[src/rtl/uart_arb_pkg.sv]
// Shared types and helpers for the UART transmit arbiter.
package uart_arb_pkg;

  localparam int unsigned DEF_NUM_REQ     = 4;
  localparam int unsigned DEF_DATA_W      = 9;
  localparam int unsigned DEF_WDOG_CYCLES = 16;

  typedef enum logic [1:0] {
    ST_IDLE      = 2'd0,
    ST_WAIT_BUSY = 2'd1,
    ST_WAIT_DONE = 2'd2
  } arb_state_e;

  // Bits needed to index v items; never returns less than 1.
  function automatic int unsigned arb_clog2(input int unsigned v);
    int unsigned w;
    w = 0;
    for (int unsigned i = 0; i < 32; i++) begin
      if ((64'd1 << i) < 64'(v)) w = i + 1;
    end
    return (w == 0) ? 1 : w;
  endfunction

endpackage

[src/rtl/uart_tx_arbiter_rr_pick.sv]
// Combinational round-robin picker: first set request at or above ptr, wrapping.
module rr_pick
  import uart_arb_pkg::*;
#(
  parameter int unsigned NUM_REQ = DEF_NUM_REQ,
  parameter int unsigned IDX_W   = arb_clog2(NUM_REQ)
) (
  input  logic [NUM_REQ-1:0] req,
  input  logic [IDX_W-1:0]   ptr,
  output logic [NUM_REQ-1:0] gnt_oh_c,
  output logic [IDX_W-1:0]   idx_c,
  output logic               valid_c
);

  logic [IDX_W:0]   sum;
  logic [IDX_W-1:0] cand;

  // Walk candidates ptr, ptr+1, ... modulo NUM_REQ and keep the first hit.
  always_comb begin
    gnt_oh_c = '0;
    idx_c    = '0;
    valid_c  = 1'b0;
    sum      = '0;
    cand     = '0;
    for (int unsigned i = 0; i < NUM_REQ; i++) begin
      sum = (IDX_W+1)'(ptr) + (IDX_W+1)'(i);
      if (sum >= (IDX_W+1)'(NUM_REQ)) sum = sum - (IDX_W+1)'(NUM_REQ);
      cand = IDX_W'(sum);
      if (!valid_c && req[cand]) begin
        valid_c        = 1'b1;
        idx_c          = cand;
        gnt_oh_c[cand] = 1'b1;
      end
    end
  end

endmodule

[src/rtl/uart_tx_arbiter.sv]
// Round-robin arbiter sharing one UART transmitter among NUM_REQ clients.
// Optional busy-rise watchdog: define UART_ARB_WDOG_EN.
module uart_tx_arbiter
  import uart_arb_pkg::*;
#(
  parameter int unsigned NUM_REQ     = DEF_NUM_REQ,
  parameter int unsigned DATA_W      = DEF_DATA_W,
  parameter int unsigned WDOG_CYCLES = DEF_WDOG_CYCLES,
  localparam int unsigned IDX_W      = arb_clog2(NUM_REQ)
) (
  input  logic                      clk,
  input  logic                      rst_n,
  input  logic [NUM_REQ-1:0]        req,
  input  logic [NUM_REQ*DATA_W-1:0] req_data,
  output logic [NUM_REQ-1:0]        gnt,
  output logic [DATA_W-1:0]         uart_txd_data,
  output logic                      uart_txd_start,
  input  logic                      uart_busy,
  output logic [IDX_W-1:0]          gnt_id,
  output logic                      err_timeout
);

  arb_state_e          state_q, state_d;
  logic [IDX_W-1:0]    ptr_q, ptr_d;
  logic [NUM_REQ-1:0]  gnt_q, gnt_d;
  logic                start_q, start_d;
  logic [DATA_W-1:0]   data_q, data_d;
  logic [IDX_W-1:0]    gnt_id_q, gnt_id_d;

  logic [NUM_REQ-1:0]  pick_oh;
  logic [IDX_W-1:0]    pick_idx;
  logic                pick_valid;

`ifdef UART_ARB_WDOG_EN
  localparam int unsigned WDOG_W = arb_clog2(WDOG_CYCLES + 1);
  logic [WDOG_W-1:0]   wdog_q, wdog_d;
  logic                err_q, err_d;
`else
  // Watchdog depth is irrelevant when the watchdog is not built in.
  if (WDOG_CYCLES == 0) begin : g_wdog_unused
  end
`endif

  rr_pick #(
    .NUM_REQ (NUM_REQ),
    .IDX_W   (IDX_W)
  ) u_rr_pick (
    .req      (req),
    .ptr      (ptr_q),
    .gnt_oh_c (pick_oh),
    .idx_c    (pick_idx),
    .valid_c  (pick_valid)
  );

  // Next-state and output decode; grants only from IDLE with the transmitter free.
  always_comb begin
    state_d  = state_q;
    ptr_d    = ptr_q;
    gnt_d    = '0;
    start_d  = 1'b0;
    data_d   = data_q;
    gnt_id_d = gnt_id_q;
`ifdef UART_ARB_WDOG_EN
    wdog_d   = wdog_q;
    err_d    = err_q;
`endif
    unique case (state_q)
      ST_IDLE: begin
        if (pick_valid && !uart_busy) begin
          gnt_d    = pick_oh;
          start_d  = 1'b1;
          data_d   = req_data[32'(pick_idx)*DATA_W +: DATA_W];
          gnt_id_d = pick_idx;
          ptr_d    = (pick_idx == IDX_W'(NUM_REQ - 1)) ? '0 : pick_idx + IDX_W'(1);
          state_d  = ST_WAIT_BUSY;
`ifdef UART_ARB_WDOG_EN
          wdog_d   = '0;
`endif
        end
      end
      ST_WAIT_BUSY: begin
        if (uart_busy) begin
          state_d = ST_WAIT_DONE;
        end
`ifdef UART_ARB_WDOG_EN
        else if (wdog_q == WDOG_W'(WDOG_CYCLES - 1)) begin
          err_d   = 1'b1;
          state_d = ST_IDLE;
        end else begin
          wdog_d = wdog_q + WDOG_W'(1);
        end
`endif
      end
      ST_WAIT_DONE: begin
        if (!uart_busy) state_d = ST_IDLE;
      end
      default: state_d = ST_IDLE;
    endcase
  end

  // State and output registers.
  always_ff @(posedge clk or negedge rst_n) begin
    if (!rst_n) begin
      state_q  <= ST_IDLE;
      ptr_q    <= '0;
      gnt_q    <= '0;
      start_q  <= 1'b0;
      data_q   <= '0;
      gnt_id_q <= '0;
    end else begin
      state_q  <= state_d;
      ptr_q    <= ptr_d;
      gnt_q    <= gnt_d;
      start_q  <= start_d;
      data_q   <= data_d;
      gnt_id_q <= gnt_id_d;
    end
  end

`ifdef UART_ARB_WDOG_EN
  // Watchdog counter and sticky timeout flag.
  always_ff @(posedge clk or negedge rst_n) begin
    if (!rst_n) begin
      wdog_q <= '0;
      err_q  <= 1'b0;
    end else begin
      wdog_q <= wdog_d;
      err_q  <= err_d;
    end
  end

  assign err_timeout = err_q;
`else
  assign err_timeout = 1'b0;
`endif

  assign gnt            = gnt_q;
  assign uart_txd_start = start_q;
  assign uart_txd_data  = data_q;
  assign gnt_id         = gnt_id_q;

endmodule
[config.mk]
export PLATFORM = sky130hd
export DESIGN_NAME = uart_tx_arbiter
export DESIGN_NICKNAME = d
export VERILOG_FILES = /design/src/rtl/uart_arb_pkg.sv /design/src/rtl/uart_tx_arbiter_rr_pick.sv /design/src/rtl/uart_tx_arbiter.sv
export SDC_FILE = /design/constraint.sdc
export NUM_CORES = 1
export LEC_CHECK = 0
export CAP_MARGIN = 40
export CORE_MARGIN = 4
export CORE_UTILIZATION = 25
export CTS_CLUSTER_SIZE = 12
export DETAILED_ROUTE_END_ITERATION = 10
export GPL_ROUTABILITY_DRIVEN = 1
export PLACE_DENSITY = 0.65
export SETUP_SLACK_MARGIN = 0.15
export SLEW_MARGIN = 20
export SYNTH_ARGS = -nofsm -noshare
export SYNTH_HDL_FRONTEND = slang
export SYNTH_HIERARCHICAL = 1
export SYNTH_SLANG_ARGS = --single-unit
[constraint.sdc]
create_clock -name clk -period 3 [get_ports clk]
set_input_delay 0.45 -clock clk [delete_from_list [all_inputs] [get_ports clk]]
set_output_delay 0.45 -clock clk [all_outputs]
set_load 0.005 [all_outputs]
After elaboration in Yosys (flattened, before gate mapping)

Cells that the tools add are included.

Order comparisons: 12
$mul: 1
Mux-type cells: 41
Add/subtract/negate cells: 8
Bitwise gates (word level): 3
Reduce and logical (&&, ||, !) cells: 15
Shift-type cells: 1
Equality and inequality tests: 6

Operators with widths:

| operator                                                           | count |
|---|---|
| indexed part select 36 x 7 -> 9 bit                                | 1 |
| 2-to-1 mux 2 bit                                                   | 12 |
| 2-to-1 mux 4 bit                                                   | 6 |
| 2-to-1 mux 1 bit                                                   | 14 |
| < comparator 2 x 3 -> 1 bit (second input constant)                | 4 |
| bitwise OR 4 bit                                                   | 3 |
| greater-or-equal comparator 3 bit (second input constant)          | 3 |
| binary-select mux 1 bit (select 2 bit)                             | 4 |
| demux 1 bit (select 2 bit)                                         | 4 |
| greater-or-equal comparator 2 x 1 -> 1 bit (second input constant) | 4 |
| logical AND 1 bit                                                  | 8 |
| subtractor 2 x 1 -> 2 bit (second input constant)                  | 4 |
| adder 2 x 2 -> 3 bit (second input constant)                       | 2 |
| multiplier 2 x 4 -> 6 bit (second input constant)                  | 1 |
| != test 2 bit (second input constant)                              | 3 |
| case mux 2 bit (3 select lines)                                    | 1 |
| equality test 2 bit (second input constant)                        | 2 |
| logical NOT 1 bit                                                  | 4 |
| adder 2 x 1 -> 3 bit (second input constant)                       | 1 |
| greater-or-equal comparator 2 x 3 -> 1 bit (second input constant) | 1 |
| AND reduction 3 bit                                                | 1 |
| adder 2 x 1 -> 2 bit (second input constant)                       | 1 |
| equality test 2 x 1 -> 1 bit (second input constant)               | 1 |
| logical NOT 2 bit                                                  | 1 |
| AND reduction 2 bit                                                | 1 |

Output and inout bits: 17
Input bits: 43
Register bits after elaboration: 20
Logic and storage cells: 93

Depth between registers and ports, before layout

Depth in word-level cells: 17
Depth in mapped cells: 11
Mapped depth without buffers: 9

Hierarchy

Netlist, hierarchy kept.

By module, submodules not included:

| module          | instances | seq. area each (µm²) | area an instance (µm²) | cells each |
|---|---|---|---|---|
| uart_tx_arbiter | 1         | 500.5                | 993.5                  | 58 |
| rr_pick         | 1         | 0.0                  | 421.7                  | 45 |

Least setup slack after synthesis

OpenSTA, ideal clock, no wires.

Kind: register to register
Start point: reg ptr_q[0]
End point: reg data_q[2] (netlist: uart_txd_data[2])
Data arrival time: 2.943 ns
Library setup time: 0.125 ns
Clock period less this slack: 3.068 ns
Setup slack: -0.068 ns
Required time: 2.875 ns
Stages on the path, launching flop included: 12
Path buffers: 3
Path through: dfrtp_1 -> buf_6 -> inv_1 -> ha_1 -> mux4_2 -> buf_6 -> and2b_2 -> o21ai_0 -> o31ai_1 -> buf_2 -> mux4_2 -> mux2_4

Cells in the longest elaborated chain, start to end: 16
Elaborated cells between the ends (all ways): 41
Classes of those cells: 7 x add/sub; 1 x mul; 4 x order compare; 1 x shift; 20 x mux; 8 x reduce/logical

RTL lines:

| item                                                          | RTL line                      | source |
|---|---|---|
| start: declaration                                            | uart_tx_arbiter.sv:24         | `logic [IDX_W-1:0] ptr_q, ptr_d;` |
| start signal: assignment                                      | uart_tx_arbiter.sv:112        | `ptr_q <= ptr_d;` |
| branches (longest 13 deep; another with adder 2 x 1 -> 3 bit) | -                             |  |
| 2-to-1 mux 2 bit (*)                                          | uart_tx_arbiter_rr_pick.sv:29 | `if (!valid_c && req[cand]) begin` |
| net pick_idx[0]                                               | uart_tx_arbiter.sv:31         | `logic [IDX_W-1:0] pick_idx;` |
| multiplier 2 x 4 -> 6 bit (*)                                 | uart_tx_arbiter.sv:72         | `data_d = req_data[32'(pick_idx)*DATA_W +: DATA_W];` |
| indexed part select 36 x 7 -> 9 bit (*)                       | uart_tx_arbiter.sv:72         |  |
| end signal: assignment                                        | uart_tx_arbiter.sv:115        | `data_q <= data_d;` |
| end: declaration                                              | uart_tx_arbiter.sv:27         | `logic [DATA_W-1:0] data_q, data_d;` |

Mark *: on every way through the listed nets, which the timed path passes. The select of a mux whose other input is x is not followed.
A chain may end at the register's enable or synchronous reset.

Worst setup path after layout

Ends and elaborated chain as after synthesis.

==> flow_metrics.tcl <==
set metrics [dict create \
    cts_root_buf "clkbuf_8" \
    cp_max_fo 10 \
    yosysWarnings 6 \
    numCtsBuffers 3 \
    grt_pass1_vias 1179 \
    routedWlPerCell_um 15.2 \
    gp_congestion 0.732 \
    worst_pin_slew_ns 0.612 \
    yosysSeqAreaShare 0.354 \
    hpwl_um 3010 \
    pre_cts_ws_ns -0.191 \
    ir_drop_mv 0.357 \
    min_period_ns 2.75 \
    diodes 0 \
    cts_buffer_depth 2 \
    finalWirelength_um 3830 \
    antenna_found_initial 0 \
    core_mm2 0.00551 \
    first_iter_violations 63 \
    dieArea_mm2 0.00693 \
    std_cell_rows 27 \
    synth_ff_type "dfrtp_1" \
    fin_nets 229 \
    cp.required_ns 3.15 \
    cts_tree "done" \
    grt.overflow.total 0 \
    maxCapViolCount 0 \
    path_clk_slew_ns 0.08 \
    clock_sinks 20 \
    avgSynthCellArea_um2 13.7 \
    htreeDepth 1 \
    power_leakage_uw 0.000993 \
    period_share 0.916 \
    hold_viol_final 0 \
    rsz0062_at_grt "false" \
    fin_skew_ns 0.00172 \
    worstPathArrival_ns 2.90 \
    outcome "finished clean" \
    fp.dieW_um 83.2 \
    fin_ws_ns 0.251 \
    crit_path_end_kind "register" \
    areaGrowthSynthToFinish_pct 66.6 \
    syn-num-nets 152 \
    synth-seq-cells 20 \
    postLayoutCoreUtil 0.428 \
    synth_cell_type_count 29 \
    firstDrtPassIters 4 \
    start_kind "register" \
    numPortBuffers 58 \
    power_density_mw_per_mm2 1090 \
    grt_pass1_wl_um 6280 \
    whs_ns 0.419 \
    slew-limit-headroom 0.590 \
    track_usage 0.111 \
    synth_cells 103 \
    hp-class "primary input to asynchronous set/reset pin" \
    r2r_cells 7 \
    vias_per_cell 4.63 \
    num_vias 1163 \
    rr_startpoint "ptr_q[0]" \
    start_util 0.257 \
    route.antenna.remaining_nets 0 \
    insertion_delay_ns 0.26 \
    num-fill-cells 505 \
    pin_count 60 \
    drv_slew 0 \
    die_y_um 83.2 \
    synth-edff-count 0 \
    timing.rr.end "uart_txd_data[2]" \
    critPathKind "register to register" \
    reg2reg_slack_ns 0.25 \
    syn_area_mm2 0.00142 \
    max_freq_mhz 364 \
    layout-drive-gt1-share 0.363 \
    ctsHoldBuffers 0 \
    setup_viol 0 \
    drc 0 \
    async_flop_share 1.00 \
    grt_max_degree 17 \
]
## layer usage
metal,global-route usage,wire length [µm],vias to the layer above
met5,0,0,-
li1,-,-,551
met3,0.0337,230,2
met2,0.184,1850,34
met1,0.142,1740,576
met4,0.0223,8,0
## state kept, by name, summed over array words and instances (netlist names)
signal	count
uart_txd_start	1
uart_txd_data	9
ptr_q	2
gnt_id	2
state_q	2
gnt	4
## logic make-up (layout without fill, tap and decap cells)
kind of cell	after synthesis	after routing	share of synthesized area
muxes	29	29	0.351
adders and majority gates	6	6	0.0530
DFF	20	20	0.354
AOI/OAI and AO/OA	17	17	0.0840
xor gates and xnor gates	1	1	0.00619
and+or+nand+nor	19	19	0.103
buffers and inverters	10	86	0.0460
other	1	1	0.00265
## how the worst max path moves through the flow
| stage | end | startpoint | cells after the start |
|---|---|---|---|
| detailed placement | uart_txd_data[5] | req[0] | 8 |
| global placement | uart_txd_data[8] | req[2] | 7 |
| floorplan | uart_txd_data[2] | ptr_q[0] | 11 |
| global route | uart_txd_data[2] | ptr_q[0] | 9 |
| CTS | uart_txd_data[5] | ptr_q[0] | 10 |
| finish | uart_txd_data[2] | ptr_q[0] | 7 |
## power by group
part / internal [µW] / switching [µW] / leakage (µW)
clock: 178 / 95.4 / 0.0000357
combinational: 1140 / 691 / 0.000712
sequential: 392 / 79.8 / 0.000245
## worst max-delay path, cell delays in order, from the launching register on
cell and delay (ns):
dfrtp_2 0.45, buf_12 0.13, mux4_2 0.52, buf_4 0.20
o31ai_4 0.37, clkbuf_16 0.22, mux4_2 0.48, mux2_4 0.27
## synth_stat cells, types with 2 or more instances
cell      instances  area (µm²)
and2_2            4        30.0
a22oi_1           8        60.1
clkbuf_1          2        7.51
nor3_1            2        10.0
nand2b_1          2        12.5
mux4_1            2        52.6
dfrtp_1          20         500
mux4_2           11         248
mux2_4            5        75.1
mux2_2            9         101
inv_1             3        11.3
mux2i_1           2        20.0
ha_1              6        75.1
buf_6             3        33.8
o21ai_0           5        25.0
nor4b_4           2        47.6
nor2_1            5        18.8
## repair_timing
action	4_1_cts	5_1_grt
cloned	0	1
setup buffers	0	4
resized for setup	2	5
pin swaps	0	1
endpoints found under the hold margin	0	0
endpoints found under the setup margin	11	10
## layout make-up
cell class                      instances  area [µm²]  share of cell area
Timing Repair Buffer                   79         802               0.340
Tap cell                               72        90.1              0.0382
Sequential cell                        20         503               0.213
Clock buffer                            3        41.3              0.0175
Inverter                                3        13.8             0.00584
Multi-Input combinational cell         73         877               0.372
Clock inverter                          1        30.0              0.0127
## stage by stage
stage / cell area, µm² / instances / power (µW) / TNS (ns)
floorplan: 1450 / 103 / 1600 / 0
global route: 2360 / 251 / 2770 / 0
global placement: 2180 / 240 / 2130 / -1.16
CTS: 2280 / 246 / 2460 / 0
finish: 2360 / 251 / 2580 / 0
detailed placement: 2210 / 242 / 2180 / -1.75
## cell usage in the layout, fill, tap and decap left out
cell type,Yosys,routed
nor4_1,1,1
mux2i_1,2,2
bufinv_16,0,1
ha_1,6,5
clkdlybuf4s50_1,0,54
xor2_1,1,1
inv_4,0,1
o31ai_4,0,1
nand2b_1,2,2
dfrtp_1,20,18
conb_1,1,1
o21ai_0,5,4
mux4_2,11,12
nor4b_4,2,2
buf_12,0,2
o221ai_1,1,1
mux2_2,9,9
clkbuf_16,0,1
a32o_2,0,1
nor3_1,2,2
clkbuf_8,0,3
a22oi_1,8,8
mux2_4,5,5
buf_4,1,16
buf_6,3,1
nor2_1,5,5
o211ai_1,1,1
buf_8,0,1
nor2b_1,1,1
ha_4,0,1
dlymetal6s2s_1,0,4
and2_2,4,4
mux4_1,2,1
o21ai_2,0,1
inv_1,3,2
dfrtp_2,0,2
and2b_2,1,1
and2_1,1,1
No activity file was read; power rests on OpenSTA's default activity.
==> edit, RTL diff (same flow settings) <==
Put one more register stage on the output `uart_txd_data`, with the module's reset. The value now appears one clock later. The other outputs are not delayed to match.
--- a/src/rtl/uart_tx_arbiter.sv
+++ b/src/rtl/uart_tx_arbiter.sv
@@ -136,7 +136,13 @@
 
   assign gnt            = gnt_q;
   assign uart_txd_start = start_q;
-  assign uart_txd_data  = data_q;
+  always_ff @(posedge clk or negedge rst_n) begin
+    if (!rst_n) begin
+      uart_txd_data <= '0;
+    end else begin
+      uart_txd_data <= data_q;
+    end
+  end
   assign gnt_id         = gnt_id_q;
 
 endmodule
Behaviour: not the same (Yosys sat finds a counterexample within 4 cycles, from zero or initial values and one cycle with rst_n low).
==> edit against the unedited design <==
Cell area rose by 8.3%; count of clock-buffer cells in the layout rose by 4; clock skew increased by 0.0013 ns; combinational power fell by 5%; via count up 4.6%; sequential cell count rose by 9; core utilization down 2.6 points; routed wire length decreased by 2.1%; power up 8.7%; synthesized area increased by 16%; synthesized cell count is 8.7% higher; worst setup slack got worse by 0.019 ns; critical endpoint is now data_q[1]; largest cell class unchanged; highest routed layer unchanged.
==> edit: results <==
{
  "grt_pass1_wl_mm": 5.88,
  "hpwl_mm": 3.02,
  "postSynthNetCount": 161,
  "regToRegSetupSlack_ns": 0.32,
  "dp_cells": 254,
  "synth_seq_area_share": 0.442,
  "vias": 1216,
  "critPathMaxStageDelay_ns": 0.56,
  "final_cells": 263,
  "timing.rr.end": "data_q[1]",
  "synthMuxAreaShare": 0.303,
  "outcome": "finished, final reports clean",
  "grt_start_max_net_pins": 15,
  "cp-startpoint": "req[2]",
  "min_path_type": "reg -> reg",
  "clk_pin_slew_ns": 0.06,
  "place_area_mm2": 0.00243,
  "final_core_util": 0.402,
  "routed_wl_mm": 3.75,
  "period_share": 0.923,
  "final_nets": 234,
  "worstSkewPairLatency_ns": 0.28,
  "synth.area.top_cells": "dfrtp_1 (44%), mux4_2 (15%), mux2_2 (6.2%), ha_1 (4.6%), mux2_4 (4.6%)",
  "port_buffers": 58,
  "ys_types": 29,
  "r2r_start": "ptr_q[1]",
  "nFillCells": 601,
  "synth_compound_area_frac": 0.0725,
  "synth_xor_area_frac": 0.00534,
  "ir_worst_vdd_uv": 437,
  "cts_buffers": 5,
  "leakagePower_nw": 1.04,
  "track_usage": 0.0976,
  "cp.arrival_ns": 2.93,
  "gp_congestion": 0.825,
  "finClkSkew_ns": 0.00306,
  "p_sw_frac": 0.322,
  "htreeDepth": 2,
  "ff2ff_path_depth": 9,
  "syn_area_per_cell_um2": 14.6,
  "drive_above_1_share": 0.328,
  "relSlewSlack": 0.604,
  "drtIter0Drc": 30,
  "synth_commonest_cells": "dfrtp_1 (29), mux4_2 (11), mux2_2 (9)",
  "pre_cts_slack_ns": -0.102,
  "crit_fanout": 12,
  "synth_fa_ha_area_frac": 0.0458,
  "ys_warn_count": 6
}
edit: what timing repair did:
| item | CTS | global route |
|---|---|---|
| buffers inserted | 0 | 1 |
| resized for setup | 0 | 2 |
| hold buffers | 0 | 0 |
| setup endpoints to repair | 0 | 10 |
edit: area by class of cell:
| type | instances | share of cell area |
|---|---|---|
| timing repair buffer | 73 | 0.283 |
| clock inverter | 1 | 0.0118 |
| inverter | 3 | 0.00539 |
| clock buffer | 7 | 0.0338 |
| multi-input combinational | 73 | 0.343 |
| tap | 77 | 0.0377 |
| sequential | 29 | 0.285 |
edit: kinds of logic after synthesis:
| family | count (synthesis) |
|---|---|
| XOR/XNOR | 1 |
| adder cells (fa/ha/maj) | 6 |
| buffers and inverters | 10 |
| flip-flops | 29 |
| AO/OA/AOI/OAI | 17 |
| AND/OR/NAND/NOR | 19 |
| multiplexers | 29 |
| other | 1 |
edit: critical path: cells and delay by family:
kind	cells	cell delay, ns
buf+inv	3	0.87
compound gates	1	0.27
mux	3	1.34
edit: metrics by stage:
step | setup TNS, ns | hold WS (ns)
after detailed placement | -0.751 | 0.361
after global routing | 0 | 0.386
final | 0 | 0.371
after global placement | -0.424 | 0.358
after floorplan | 0 | 0.154
after CTS | 0 | 0.374
edit: worst max-delay path by stage:
stage	to	slack (ns)	cells past startpoint
global placement	gnt_id[0]	-0.05	6
global route	data_q[4]	0.16	7
finish	data_q[1]	0.23	7
detailed placement	data_q[1]	-0.10	8
CTS	data_q[1]	0.19	8
floorplan	data_q[7]	0.19	11
edit: per-layer routing:
metal | GRT usage | wire length (um) | vias to the layer above
met5 | 0 | 0 | -
met4 | 0.0406 | 55 | 0
met3 | 0.0267 | 216 | 5
met2 | 0.152 | 1900 | 32
met1 | 0.128 | 1580 | 608
li1 | - | - | 571
edit: power by group through the flow:
stage / Combinational [W] / Clock [W] / Sequential [W]
final: 0.00173 / 0.000411 / 0.000668
after global routing: 0.00190 / 0.000439 / 0.000687
after CTS: 0.00174 / 0.000422 / 0.000678
after detailed placement: 0.00173 / 0 / 0.000682
after global placement: 0.00168 / 0 / 0.000680
after floorplan: 0.00114 / 0 / 0.000673
